<file path="src/rtl/dcache_req_buffer_pkg.sv">
// Shared data-cache request definitions: access-size codes, CACOP width,
// buffer occupancy states, the stored entry layout and the strobe helper.
package dcache_req_buffer_pkg;

  localparam logic [3:0] SIZE_BYTE    = 4'b0001;
  localparam logic [3:0] SIZE_HALF    = 4'b0011;
  localparam logic [3:0] SIZE_WORD    = 4'b1111;
  localparam int         CACOP_CODE_W = 5;

  typedef enum logic [1:0] {
    ST_EMPTY = 2'd0,
    ST_ONE   = 2'd1,
    ST_FULL  = 2'd2
  } occ_state_e;

  typedef struct packed {
    logic [31:0]             addr;
    logic [3:0]              size;
    logic                    we;
    logic [3:0]              wstrb;
    logic [31:0]             wdata;
    logic                    cacop_en;
    logic [CACOP_CODE_W-1:0] cacop_code;
  } req_entry_t;

  // Byte-lane strobe for an aligned access; misaligned or unknown sizes write nothing.
  function automatic logic [3:0] lane_strobe(input logic [3:0] size, input logic [1:0] offset);
    logic [3:0] strb;
    case (size)
      SIZE_WORD: strb = (offset == 2'b00) ? 4'b1111 : 4'b0000;
      SIZE_HALF: strb = offset[0] ? 4'b0000 : (4'b0011 << {offset[1], 1'b0});
      SIZE_BYTE: strb = 4'b0001 << offset;
      default:   strb = 4'b0000;
    endcase
    return strb;
  endfunction

endpackage

</file>
<file path="src/rtl/dcache_wstrb_gen.sv">
// Combinational store-strobe and lane-replicated write-data generator.
module dcache_wstrb_gen
  import dcache_req_buffer_pkg::*;
(
  input  logic [1:0]  addr_lo,
  input  logic [3:0]  size,
  input  logic        we,
  input  logic        cacop_en,
  input  logic [31:0] wdata,
  output logic [3:0]  wstrb,
  output logic [31:0] wdata_rep
);

  // Only plain stores drive byte lanes; loads and CACOPs never write.
  always_comb begin
    wstrb = 4'b0000;
    if (we && !cacop_en) begin
      wstrb = lane_strobe(size, addr_lo);
    end else begin
      wstrb = 4'b0000;
    end
  end

  // Replicate narrow store data across every lane so any strobe picks the right bytes.
  always_comb begin
    wdata_rep = wdata;
    case (size)
      SIZE_BYTE: wdata_rep = {4{wdata[7:0]}};
      SIZE_HALF: wdata_rep = {2{wdata[15:0]}};
      SIZE_WORD: wdata_rep = wdata;
      default:   wdata_rep = wdata;
    endcase
  end

endmodule

</file>
<file path="src/rtl/dcache_req_buffer.sv">
// Two-entry request buffer in front of the data cache. Holds requests in
// FIFO order and presents the head entry on the *_rbuf outputs.
module dcache_req_buffer
  import dcache_req_buffer_pkg::*;
#(
  parameter int DEPTH = 2
) (
  input  logic                    clk,
  input  logic                    rst,
  input  logic                    flush,
  input  logic                    in_valid,
  output logic                    in_ready,
  input  logic [31:0]             in_addr,
  input  logic [3:0]              in_type,
  input  logic                    in_we,
  input  logic [31:0]             in_wdata,
  input  logic                    in_cacop_en,
  input  logic [CACOP_CODE_W-1:0] in_cacop_code,
  output logic                    out_valid,
  input  logic                    out_ready,
  output logic [31:0]             addr_rbuf,
  output logic [3:0]              type_rbuf,
  output logic                    we_rbuf,
  output logic [3:0]              wstrb_rbuf,
  output logic [31:0]             wdata_rbuf,
  output logic                    cacop_en_rbuf,
  output logic [CACOP_CODE_W-1:0] cacop_code_rbuf
);

  occ_state_e  state_r;
  logic        head_ptr_r;
  req_entry_t  entry_r [DEPTH];

  logic        push_s;
  logic        pop_s;
  logic        wr_ptr_s;
  logic [3:0]  wstrb_s;
  logic [31:0] wdata_rep_s;
  req_entry_t  new_entry_s;
  req_entry_t  head_s;

  dcache_wstrb_gen u_wstrb_gen (
    .addr_lo   (in_addr[1:0]),
    .size      (in_type),
    .we        (in_we),
    .cacop_en  (in_cacop_en),
    .wdata     (in_wdata),
    .wstrb     (wstrb_s),
    .wdata_rep (wdata_rep_s)
  );

  assign in_ready  = ~rst & (state_r != ST_FULL);
  assign out_valid = (state_r != ST_EMPTY);
  assign push_s    = in_valid & in_ready;
  assign pop_s     = out_valid & out_ready;

  // Pack the incoming request with its pre-computed strobe and replicated data.
  always_comb begin
    new_entry_s            = '0;
    new_entry_s.addr       = in_addr;
    new_entry_s.size       = in_type;
    new_entry_s.we         = in_we;
    new_entry_s.wstrb      = wstrb_s;
    new_entry_s.wdata      = wdata_rep_s;
    new_entry_s.cacop_en   = in_cacop_en;
    new_entry_s.cacop_code = in_cacop_code;
  end

  // Write slot: the head slot when empty, otherwise the slot behind the head.
  always_comb begin
    wr_ptr_s = head_ptr_r;
    case (state_r)
      ST_EMPTY: wr_ptr_s = head_ptr_r;
      ST_ONE:   wr_ptr_s = ~head_ptr_r;
      default:  wr_ptr_s = head_ptr_r;
    endcase
  end

  // Occupancy FSM, head pointer and entry storage; flush beats push/pop.
  always_ff @(posedge clk) begin
    if (rst) begin
      state_r    <= ST_EMPTY;
      head_ptr_r <= 1'b0;
      for (int i = 0; i < DEPTH; i++) begin
        entry_r[i] <= '0;
      end
    end else if (flush) begin
      state_r    <= ST_EMPTY;
      head_ptr_r <= 1'b0;
    end else begin
      if (push_s) begin
        entry_r[wr_ptr_s] <= new_entry_s;
      end
      case (state_r)
        ST_EMPTY: begin
          if (push_s) state_r <= ST_ONE;
        end
        ST_ONE: begin
          if (push_s && pop_s) begin
            state_r    <= ST_ONE;
            head_ptr_r <= ~head_ptr_r;
          end else if (push_s) begin
            state_r <= ST_FULL;
          end else if (pop_s) begin
            state_r    <= ST_EMPTY;
            head_ptr_r <= ~head_ptr_r;
          end
        end
        ST_FULL: begin
          if (pop_s) begin
            state_r    <= ST_ONE;
            head_ptr_r <= ~head_ptr_r;
          end
        end
        default: begin
          state_r    <= ST_EMPTY;
          head_ptr_r <= 1'b0;
        end
      endcase
    end
  end

  // Head view is zeroed when empty so the exception checker sees a null request.
  always_comb begin
    head_s = '0;
    if (out_valid) begin
      head_s = entry_r[head_ptr_r];
    end else begin
      head_s = '0;
    end
  end

  assign addr_rbuf       = head_s.addr;
  assign type_rbuf       = head_s.size;
  assign we_rbuf         = head_s.we;
  assign wstrb_rbuf      = head_s.wstrb;
  assign wdata_rbuf      = head_s.wdata;
  assign cacop_en_rbuf   = head_s.cacop_en;
  assign cacop_code_rbuf = head_s.cacop_code;

endmodule

</file>
<file path="config.mk">
export PLATFORM = sky130hd
export DESIGN_NAME = dcache_req_buffer
export DESIGN_NICKNAME = d
export VERILOG_FILES = /design/src/rtl/dcache_req_buffer_pkg.sv /design/src/rtl/dcache_wstrb_gen.sv /design/src/rtl/dcache_req_buffer.sv
export SDC_FILE = /design/constraint.sdc
export NUM_CORES = 1
export LEC_CHECK = 0
export CAP_MARGIN = 0
export CORE_AREA = 2 2 124 126
export DETAILED_ROUTE_END_ITERATION = 6
export DIE_AREA = 0 0 126 128
export DONT_BUFFER_PORTS = 1
export GPL_TIMING_DRIVEN = 0
export PLACE_DENSITY = 0.66
export SETUP_SLACK_MARGIN = 0.2
export SYNTH_ARGS = -nofsm -noshare
export SYNTH_HDL_FRONTEND = slang
export SYNTH_HIERARCHICAL = 1
export SYNTH_SLANG_ARGS = --single-unit
</file>
<file path="constraint.sdc">
create_clock -name clk -period 5.23 [get_ports clk]
set_input_delay 1.3075 -clock clk [delete_from_list [all_inputs] [get_ports clk]]
set_output_delay 1.3075 -clock clk [all_outputs]
set_load 0.02 [all_outputs]
</file>
==> impl_metrics.xml, run 1 <==
<?xml version="1.0" encoding="UTF-8"?>
<metrics>
  <group name="run_status">
    <metric name="status" unit="">complete, no violations</metric>
  </group>
  <group name="route">
    <metric name="drc_errors" unit="">0</metric>
    <metric name="vias" unit="">4607</metric>
    <metric name="drt_first_pass_iters" unit="">4</metric>
    <metric name="wl_per_cell" unit="um">20.3</metric>
    <metric name="viasPerCell" unit="">5.50</metric>
    <metric name="number_of_drc_markers_after_the_initial_detailed_route_iteration" unit="">305</metric>
    <metric name="totalWireLength" unit="um">17000</metric>
    <metric name="ant_nets" unit="">0</metric>
  </group>
  <group name="die">
    <metric name="design.die.area" unit="sq um">16100</metric>
    <metric name="die_x" unit="um">126</metric>
    <metric name="io-pin-count" unit="">161</metric>
    <metric name="dieHeight" unit="um">128</metric>
    <metric name="initial_core_util" unit="%">53.3</metric>
    <metric name="fp.coreArea" unit="sq um">14900</metric>
    <metric name="std_cell_rows" unit="">45</metric>
  </group>
  <group name="critical_path">
    <metric name="critPathRequiredTime" unit="ns">3.92</metric>
    <metric name="worstReg2RegEnd" unit="">entry_r[1][31]$_SDFFCE_PN0P_</metric>
    <metric name="critical_path.startpoint_type" unit="">register</metric>
    <metric name="worst_path_largest_cell_delay" unit="ns">0.51</metric>
    <metric name="critical_path.max_fanout" unit="">10</metric>
    <metric name="critical-path-top-cell-by-count" unit="">buf_1</metric>
    <metric name="timing.critical_path.to_type" unit="">output pin</metric>
    <metric name="rrSetupSlack" unit="ns">2.02</metric>
    <metric name="critPathBufInv" unit="">4</metric>
    <metric name="critical_path_class" unit="">register to output pin</metric>
    <metric name="worstPathArrival" unit="ns">2.53</metric>
    <metric name="timing.critical_path.cells" unit="">inv_1 -&gt; ha_1 -&gt; clkbuf_1 -&gt; buf_1 -&gt; buf_1 -&gt; nor2_1</metric>
    <metric name="path_delay_family" unit="">buffers and inverters</metric>
    <metric name="r2r.worst_path.cells" unit="">7</metric>
    <metric name="slowest_cell_on_the_critical_path" unit="">clkbuf_1</metric>
    <metric name="crit-reg2reg-launch" unit="">state_r[0]$_SDFFE_PP0P_</metric>
  </group>
  <group name="clock_network">
    <metric name="cts_root_buffer" unit="">clkbuf_16</metric>
    <metric name="holdBufCountCts" unit="">0</metric>
    <metric name="clock_insertion_delay_worst_skew" unit="ns">0.43</metric>
    <metric name="clock_path_buffers" unit="">2</metric>
    <metric name="cts-htree-levels" unit="">4</metric>
    <metric name="tritoncts" unit="">done</metric>
    <metric name="clk_pin_slew_worst_setup_hold_paths" unit="ns">0.06</metric>
    <metric name="cts-resized-gates" unit="">0</metric>
    <metric name="post_cts_buffers" unit="">0</metric>
    <metric name="cts-buffers-inserted" unit="">17</metric>
    <metric name="cts.sinks" unit="">162</metric>
  </group>
  <group name="synth">
    <metric name="synth.distinct_cells" unit="">39</metric>
    <metric name="ys_async_sr_fraction" unit="%">0</metric>
    <metric name="synth_enable_flop_cells" unit="">158</metric>
    <metric name="post-synth-top-area-fraction" unit="%">59.9</metric>
    <metric name="synth.most_common_cell" unit="">edfxtp_1</metric>
    <metric name="synth_top_cells_by_area" unit="">edfxtp_1 60%, mux2i_1 11%, and2_1 8.8%</metric>
    <metric name="ys_dominant_reg_cell" unit="">edfxtp_1</metric>
    <metric name="synth_area_leader_cell" unit="">edfxtp_1</metric>
    <metric name="ys_seq_area_share" unit="%">60.9</metric>
    <metric name="synth-warning-count" unit="">6</metric>
    <metric name="synth_top_cells_by_count" unit="">158 x edfxtp_1, 112 x and2_1, 91 x nor2_1</metric>
    <metric name="synth.cell_area" unit="sq um">7930</metric>
    <metric name="synthesized_area_per_cell" unit="sq um">12.9</metric>
    <metric name="gate_count_of_the_mapped_netlist" unit="">615</metric>
    <metric name="synth_register_bits" unit="">162</metric>
    <metric name="synth.net_count" unit="">699</metric>
  </group>
  <group name="layout">
    <metric name="finalNetCount" unit="">720</metric>
    <metric name="layout_area_growth_over_synthesis" unit="%">12.0</metric>
    <metric name="filler_cell_count" unit="">1213</metric>
    <metric name="insertedDiodeCount" unit="">0</metric>
    <metric name="drive_above_1_share" unit="%">20.3</metric>
    <metric name="layout.cell_area.non_filler" unit="sq um">8880</metric>
  </group>
  <group name="sta">
    <metric name="tightest_slew" unit="ns">0.660</metric>
    <metric name="maxSlewViolCount" unit="">0</metric>
    <metric name="crit_share_post_route" unit="%">73.3</metric>
    <metric name="hold_slack" unit="ns">0.538</metric>
    <metric name="skew" unit="ns">0.00908</metric>
    <metric name="hold_violations" unit="">0</metric>
    <metric name="relSlewSlack" unit="%">55.8</metric>
    <metric name="setup_violations" unit="">0</metric>
    <metric name="clock.fmax" unit="MHz">261</metric>
    <metric name="unrepaired_setup_endpoints_after_global_routing" unit="">no</metric>
    <metric name="finalCriticalPeriod" unit="ns">3.83</metric>
    <metric name="setup_tns_after_final_layout" unit="ns">0</metric>
  </group>
  <group name="grt">
    <metric name="grt_antenna_before_repair" unit="">0</metric>
    <metric name="first_global_vias" unit="">4712</metric>
    <metric name="gr-total-overflow" unit="">0</metric>
    <metric name="groute.usage.overall" unit="%">21.2</metric>
    <metric name="grt_pass1_wl" unit="um">25600</metric>
    <metric name="grt_max_degree" unit="">55</metric>
  </group>
  <group name="job">
    <metric name="drv.max_cap_violation_count" unit="">0</metric>
  </group>
  <group name="hold_path">
    <metric name="hold_path_class" unit="">register to register</metric>
    <metric name="hold-path-endpoint" unit="">state_r[0]$_SDFFE_PP0P_</metric>
    <metric name="worst_hold_startpoint" unit="">state_r[0]$_SDFFE_PP0P_</metric>
    <metric name="worstHoldPathCells" unit="">2</metric>
  </group>
  <group name="pwr">
    <metric name="cellPowerDensity" unit="nW/um^2">348</metric>
    <metric name="cellLeakagePower" unit="nW">3.20</metric>
    <metric name="ir_worst_vdd" unit="V">0.000214</metric>
  </group>
  <group name="place">
    <metric name="placedInstanceArea" unit="sq um">8220</metric>
    <metric name="io_buffer_count" unit="">0</metric>
    <metric name="routability_congestion_estimate" unit="">0.807</metric>
    <metric name="hpwlAfterDp" unit="um">11400</metric>
  </group>
</metrics>
[final cells by class]
cell class                      instances  area, sq um  share of cell area, %
Sequential cell                       162         4820                   54.3
Multi-Input combinational cell        402         2850                   32.1
Timing Repair Buffer                    2         55.1                  0.620
Inverter                                4         15.0                  0.169
Tap cell                              188          235                   2.65
Clock inverter                         15          233                   2.62
Buffer                                 47          241                   2.72
Clock buffer                           17          425                   4.79
[state kept, by name (all words and copies together) (netlist names), named ones only]
signal,cells
head_ptr_r,1
state_r,2
entry_r,158
[metrics by stage]
step / utilization, % / setup WS [ns] / total power, mW / cells
after floorplan: - / 1.59 / 1.68 / 615
after global placement: 54.9 / 0.675 / 1.73 / 803
after detailed placement: 55.3 / 1.48 / 1.74 / 805
after CTS: 59.7 / 1.32 / 3.11 / 837
after global routing: 59.7 / 1.14 / 3.18 / 837
final: 59.7 / 1.40 / 3.09 / 837
[layout by cell type, fill, tap and decap left out, types with 2 or more instances in the layout]
cell        count
clkbuf_1       13
xnor2_1         2
and2_1        112
clkbuf_2        8
bufinv_16       5
a21oi_1        12
buf_4           9
nor2_1         91
buf_2          11
mux2_2         16
clkinvlp_4      3
nor3b_1         2
inv_1           4
edfxtp_1      158
nand3b_1        2
nor3b_4         2
mux2i_1        88
clkinv_4        4
buf_1           5
or2_4           2
and3_1          2
nand2b_1        2
nor3_1          3
nand2_1         2
clkbuf_16      17
and2_2         46
dfxtp_1         4
buf_16          2
ha_1            4
[routing by layer]
| metal | up-vias | GRT usage, % | routed length, um |
|---|---|---|---|
| met2 | 151 | 34.0 | 8180 |
| li1 | 2179 | - | - |
| met3 | 26 | 9.68 | 1640 |
| met4 | 0 | 8.34 | 352 |
| met5 | - | 0 | 0 |
| met1 | 2251 | 24.9 | 6790 |
[worst reg2reg max path: stages, from the launching register on]
cell and delay, ns:
dfxtp_1 0.38, inv_1 0.08, ha_1 0.28, or3b_4 0.45, nor3_4 0.38, clkbuf_1 0.41, or2_4 0.56, buf_16 0.32
[where the power goes]
part | total, mW | switching [mW] | internal, mW
logic | 0.201 | 0.130 | 0.0710
registers | 1.51 | 0.0173 | 1.49
clock network | 1.38 | 0.526 | 0.853
total | 3.09 | 0.673 | 2.41
[worst max path at each step]
| stage | from | end | depth (start not counted) |
|---|---|---|---|
| 6_report | state_r[0]$_SDFFE_PP0P_ | addr_rbuf[5] | 6 |
| 3_5_place_dp | rst | entry_r[1][35]$_SDFFCE_PN0P_ | 5 |
| 2_1_floorplan | rst | entry_r[0][0]$_SDFFCE_PN0P_ | 4 |
| 5_1_grt | state_r[0]$_SDFFE_PP0P_ | addr_rbuf[3] | 6 |
| 4_1_cts | state_r[0]$_SDFFE_PP0P_ | addr_rbuf[5] | 6 |
| 3_3_place_gp | rst | entry_r[1][35]$_SDFFCE_PN0P_ | 4 |
[cells by family (layout without fill, tap and decap cells)]
logic type	Yosys count	after routing	share of synthesized area (%)
AO/OA/AOI/OAI	18	18	1.39
flip-flops	162	162	60.9
AND/OR/NAND/NOR	274	274	20.3
XOR/XNOR	2	2	0.221
multiplexers	104	104	13.4
adder cells (fa/ha/maj)	4	4	0.631
buffers and inverters	51	85	3.24
Note: power is estimated with default switching activity, not from simulation.
==> run 2, diff against run 1 <==
--- a/config.mk
+++ b/config.mk
@@ -11,7 +11,7 @@
 export DIE_AREA = 0 0 126 128
 export DONT_BUFFER_PORTS = 1
 export GPL_TIMING_DRIVEN = 0
-export PLACE_DENSITY = 0.66
+export PLACE_DENSITY = 0.69
 export SETUP_SLACK_MARGIN = 0.2
 export SYNTH_ARGS = -nofsm -noshare
 export SYNTH_HDL_FRONTEND = slang
==> constraint.sdc (replaced) <==
create_clock -name clk -period 3.2 [get_ports clk]
set_input_delay 0.8 -clock clk [delete_from_list [all_inputs] [get_ports clk]]
set_output_delay 0.8 -clock clk [all_outputs]
set_load 0.02 [all_outputs]
==> run 2 against run 1 <==
Against the previous run:
- global-route usage increased by 0.35 points
- design area decreased by 0.31%
- via count increased by 0.74%
- flip-flop and latch count unchanged
- sequential power increased by 63%
- hold slack got worse by 0.018 ns
- clock power increased by 49%
- worst setup slack got worse by 1.2 ns
- final cell count increased by 0.48%
- register-to-register slack got worse by 1.6 ns
- sequential share of layout area increased by 0.17 points
- count of clock-buffer cells in the layout increased by 1
- largest power group unchanged
==> impl_metrics.xml, run 2 (synthesis gave the netlist of run 1 again) <==
<?xml version="1.0" encoding="UTF-8"?>
<metrics>
  <group name="layout">
    <metric name="biggestRegsByFlops" unit="">entry_r x158, state_r x2, head_ptr_r x1</metric>
    <metric name="final_cell_mix" unit="">158 x edfxtp_1, 112 x and2_1, 88 x mux2i_1</metric>
    <metric name="insertedDiodeCount" unit="">0</metric>
    <metric name="finalNetCount" unit="">724</metric>
    <metric name="drive_above_1_share" unit="%">23.1</metric>
    <metric name="filler_cell_count" unit="">1222</metric>
    <metric name="area_of_the_multi_input_gates" unit="sq um">2940</metric>
    <metric name="top_register" unit="">entry_r</metric>
    <metric name="layout.cells.most_common" unit="">edfxtp_1</metric>
    <metric name="post_layout_nonfiller_instances" unit="">841</metric>
    <metric name="largest_reg_flops" unit="">158</metric>
    <metric name="layout.cell_area.non_filler" unit="sq um">8850</metric>
    <metric name="storage_element_area" unit="sq um">4820</metric>
    <metric name="layout.core_utilization" unit="%">59.6</metric>
    <metric name="layout_area_growth_over_synthesis" unit="%">11.7</metric>
  </group>
  <group name="die">
    <metric name="std_cell_rows" unit="">45</metric>
    <metric name="io-pin-count" unit="">161</metric>
    <metric name="initial_core_util" unit="%">53.3</metric>
    <metric name="design.die.area" unit="sq um">16100</metric>
    <metric name="die_x" unit="um">126</metric>
    <metric name="fp.coreArea" unit="sq um">14900</metric>
    <metric name="dieHeight" unit="um">128</metric>
  </group>
  <group name="place">
    <metric name="routability_congestion_estimate" unit="">0.793</metric>
    <metric name="io_buffer_count" unit="">0</metric>
    <metric name="hpwlAfterDp" unit="um">10800</metric>
    <metric name="placed_cells_incl_taps" unit="">803</metric>
    <metric name="pre_cts_slack" unit="ns">-0.262</metric>
    <metric name="placedInstanceArea" unit="sq um">8170</metric>
  </group>
  <group name="grt">
    <metric name="first_global_vias" unit="">4757</metric>
    <metric name="groute.usage.overall" unit="%">21.5</metric>
    <metric name="gr-total-overflow" unit="">0</metric>
    <metric name="grt_max_degree" unit="">21</metric>
    <metric name="grt_antenna_before_repair" unit="">0</metric>
    <metric name="grt_pass1_wl" unit="um">25900</metric>
  </group>
  <group name="pwr">
    <metric name="cellPowerDensity" unit="nW/um^2">547</metric>
    <metric name="overall_power" unit="mW">4.85</metric>
    <metric name="p_int" unit="mW">3.77</metric>
    <metric name="share_clk_of_total_power" unit="%">42.3</metric>
    <metric name="power_switching" unit="mW">1.07</metric>
    <metric name="sequentialPowerShare" unit="%">50.8</metric>
    <metric name="ir_worst_vdd" unit="V">0.000356</metric>
    <metric name="share_comb_of_total_power" unit="%">6.9</metric>
    <metric name="switching_share" unit="%">22.1</metric>
    <metric name="cellLeakagePower" unit="nW">3.18</metric>
  </group>
  <group name="critical_path">
    <metric name="cp.depth" unit="">6</metric>
    <metric name="rrSetupSlack" unit="ns">0.39</metric>
    <metric name="critPathRequiredTime" unit="ns">2.40</metric>
    <metric name="worstReg2RegEnd" unit="">entry_r[0][25]$_SDFFCE_PN0P_</metric>
    <metric name="timing.critical_path.cells" unit="">inv_1 -&gt; ha_1 -&gt; clkbuf_2 -&gt; clkbuf_2 -&gt; buf_2 -&gt; nor2_1</metric>
    <metric name="critPathBufInv" unit="">4</metric>
    <metric name="r2r.worst_path.cells" unit="">6</metric>
    <metric name="slowest_cell_on_the_critical_path" unit="">dfxtp_1</metric>
    <metric name="critical_path.max_fanout" unit="">10</metric>
    <metric name="critical-path-top-cell-by-count" unit="">clkbuf_2</metric>
    <metric name="worst_path_largest_cell_delay" unit="ns">0.38</metric>
    <metric name="critical_path_class" unit="">register to output pin</metric>
    <metric name="timing.critical_path.to_type" unit="">output pin</metric>
    <metric name="path_delay_family" unit="">buffers and inverters</metric>
    <metric name="worstPathArrival" unit="ns">2.18</metric>
    <metric name="crit-reg2reg-launch" unit="">state_r[0]$_SDFFE_PP0P_</metric>
    <metric name="critical_path.startpoint_type" unit="">register</metric>
  </group>
  <group name="sta">
    <metric name="hold_slack" unit="ns">0.520</metric>
    <metric name="clock.fmax" unit="MHz">335</metric>
    <metric name="setup_violations" unit="">0</metric>
    <metric name="maxSlewViolCount" unit="">0</metric>
    <metric name="hold_violations" unit="">0</metric>
    <metric name="relSlewSlack" unit="%">52.7</metric>
    <metric name="finalCriticalPeriod" unit="ns">2.98</metric>
    <metric name="tightest_slew" unit="ns">0.706</metric>
    <metric name="final_setup_margin" unit="ns">0.216</metric>
    <metric name="skew" unit="ns">0.00634</metric>
    <metric name="crit_share_post_route" unit="%">93.2</metric>
    <metric name="setup_tns_after_final_layout" unit="ns">0</metric>
    <metric name="unrepaired_setup_endpoints_after_global_routing" unit="">yes</metric>
  </group>
  <group name="clock_network">
    <metric name="post_cts_buffers" unit="">0</metric>
    <metric name="cts-htree-levels" unit="">4</metric>
    <metric name="clk_pin_slew_worst_setup_hold_paths" unit="ns">0.06</metric>
    <metric name="cts-buffers-inserted" unit="">17</metric>
    <metric name="cts_root_buffer" unit="">clkbuf_16</metric>
    <metric name="tritoncts" unit="">done</metric>
    <metric name="clock_insertion_delay_worst_skew" unit="ns">0.43</metric>
    <metric name="clock_path_buffers" unit="">2</metric>
    <metric name="cts.sinks" unit="">162</metric>
  </group>
  <group name="hold_path">
    <metric name="worstHoldPathCells" unit="">2</metric>
    <metric name="hold-path-endpoint" unit="">state_r[0]$_SDFFE_PP0P_</metric>
    <metric name="worst_hold_startpoint" unit="">state_r[0]$_SDFFE_PP0P_</metric>
    <metric name="hold_path_class" unit="">register to register</metric>
  </group>
  <group name="route">
    <metric name="number_of_drc_markers_after_the_initial_detailed_route_iteration" unit="">205</metric>
    <metric name="ant_nets" unit="">0</metric>
    <metric name="drc_errors" unit="">0</metric>
    <metric name="wl_per_cell" unit="um">20.1</metric>
    <metric name="viasPerCell" unit="">5.52</metric>
    <metric name="vias" unit="">4641</metric>
    <metric name="drt_first_pass_iters" unit="">4</metric>
    <metric name="totalWireLength" unit="um">16900</metric>
  </group>
  <group name="run_status">
    <metric name="status" unit="">complete, no violations</metric>
  </group>
  <group name="job">
    <metric name="drv.max_cap_violation_count" unit="">0</metric>
  </group>
</metrics>
==> run 2: cell types whose count changed in the layout (fill, tap and decap cells not counted), sizes merged <==
cell      previous run  this run
inv                  6         5
clkinvlp             3         4
buf                 28        25
bufinv               5         3
clkbuf              38        40
clkinv               5         6
or2                  2         8
==> run 2: worst reg2reg max path, delay by kind of cell (launching register included) <==
kind,cells,cell delay [ns]
and+or+nand+nor,3,1.34
buffers and inverters,2,0.45
DFF,1,0.38
adders and majority gates,1,0.28
==> run 2: timing repair <==
action,in CTS,in global routing
endpoints found under the hold margin,0,0
hold buffers,0,0
pin swaps,4,0
endpoints found under the setup margin,228,117
gates cloned,6,0
resized for setup,9,17
==> run 2: metal layers <==
metal / vias to the layer above / track usage (%) / wire length, um
li1: 2193 / - / -
met1: 2259 / 24.7 / 6660
met2: 163 / 35.8 / 8270
met3: 26 / 8.76 / 1600
met4: 0 / 9.11 / 411
met5: - / 0 / 0
==> run 2: worst max path at each step <==
stage / end / slack, ns / start
after floorplan: entry_r[0][0]$_SDFFCE_PN0P_ / 0.46 / rst
after global placement: entry_r[1][37]$_SDFFCE_PN0P_ / -0.24 / rst
after detailed placement: entry_r[1][29]$_SDFFCE_PN0P_ / -0.26 / rst
after CTS: addr_rbuf[4] / 0.16 / state_r[0]$_SDFFE_PP0P_
after global routing: addr_rbuf[5] / 0.12 / state_r[0]$_SDFFE_PP0P_
final: addr_rbuf[5] / 0.22 / state_r[0]$_SDFFE_PP0P_
==> run 2: cell type report <==
class                   count  share of cell area, %
flip-flops and latches    162                   54.5
clock inverters            14                   1.84
well taps                 188                   2.66
multi-input cells         408                   33.2
plain buffers              47                   2.80
clock buffers              18                   4.85
inverters                   4                  0.170
==> run 2: power by group through the flow <==
stage               Combinational [mW]  Sequential (mW)  Clock [mW]
finish                           0.334             2.46        2.05
global route                     0.364             2.47        2.16
detailed placement               0.321             2.51           0
global placement                 0.315             2.51           0
CTS                              0.335             2.46        2.07
floorplan                        0.251             2.50           0
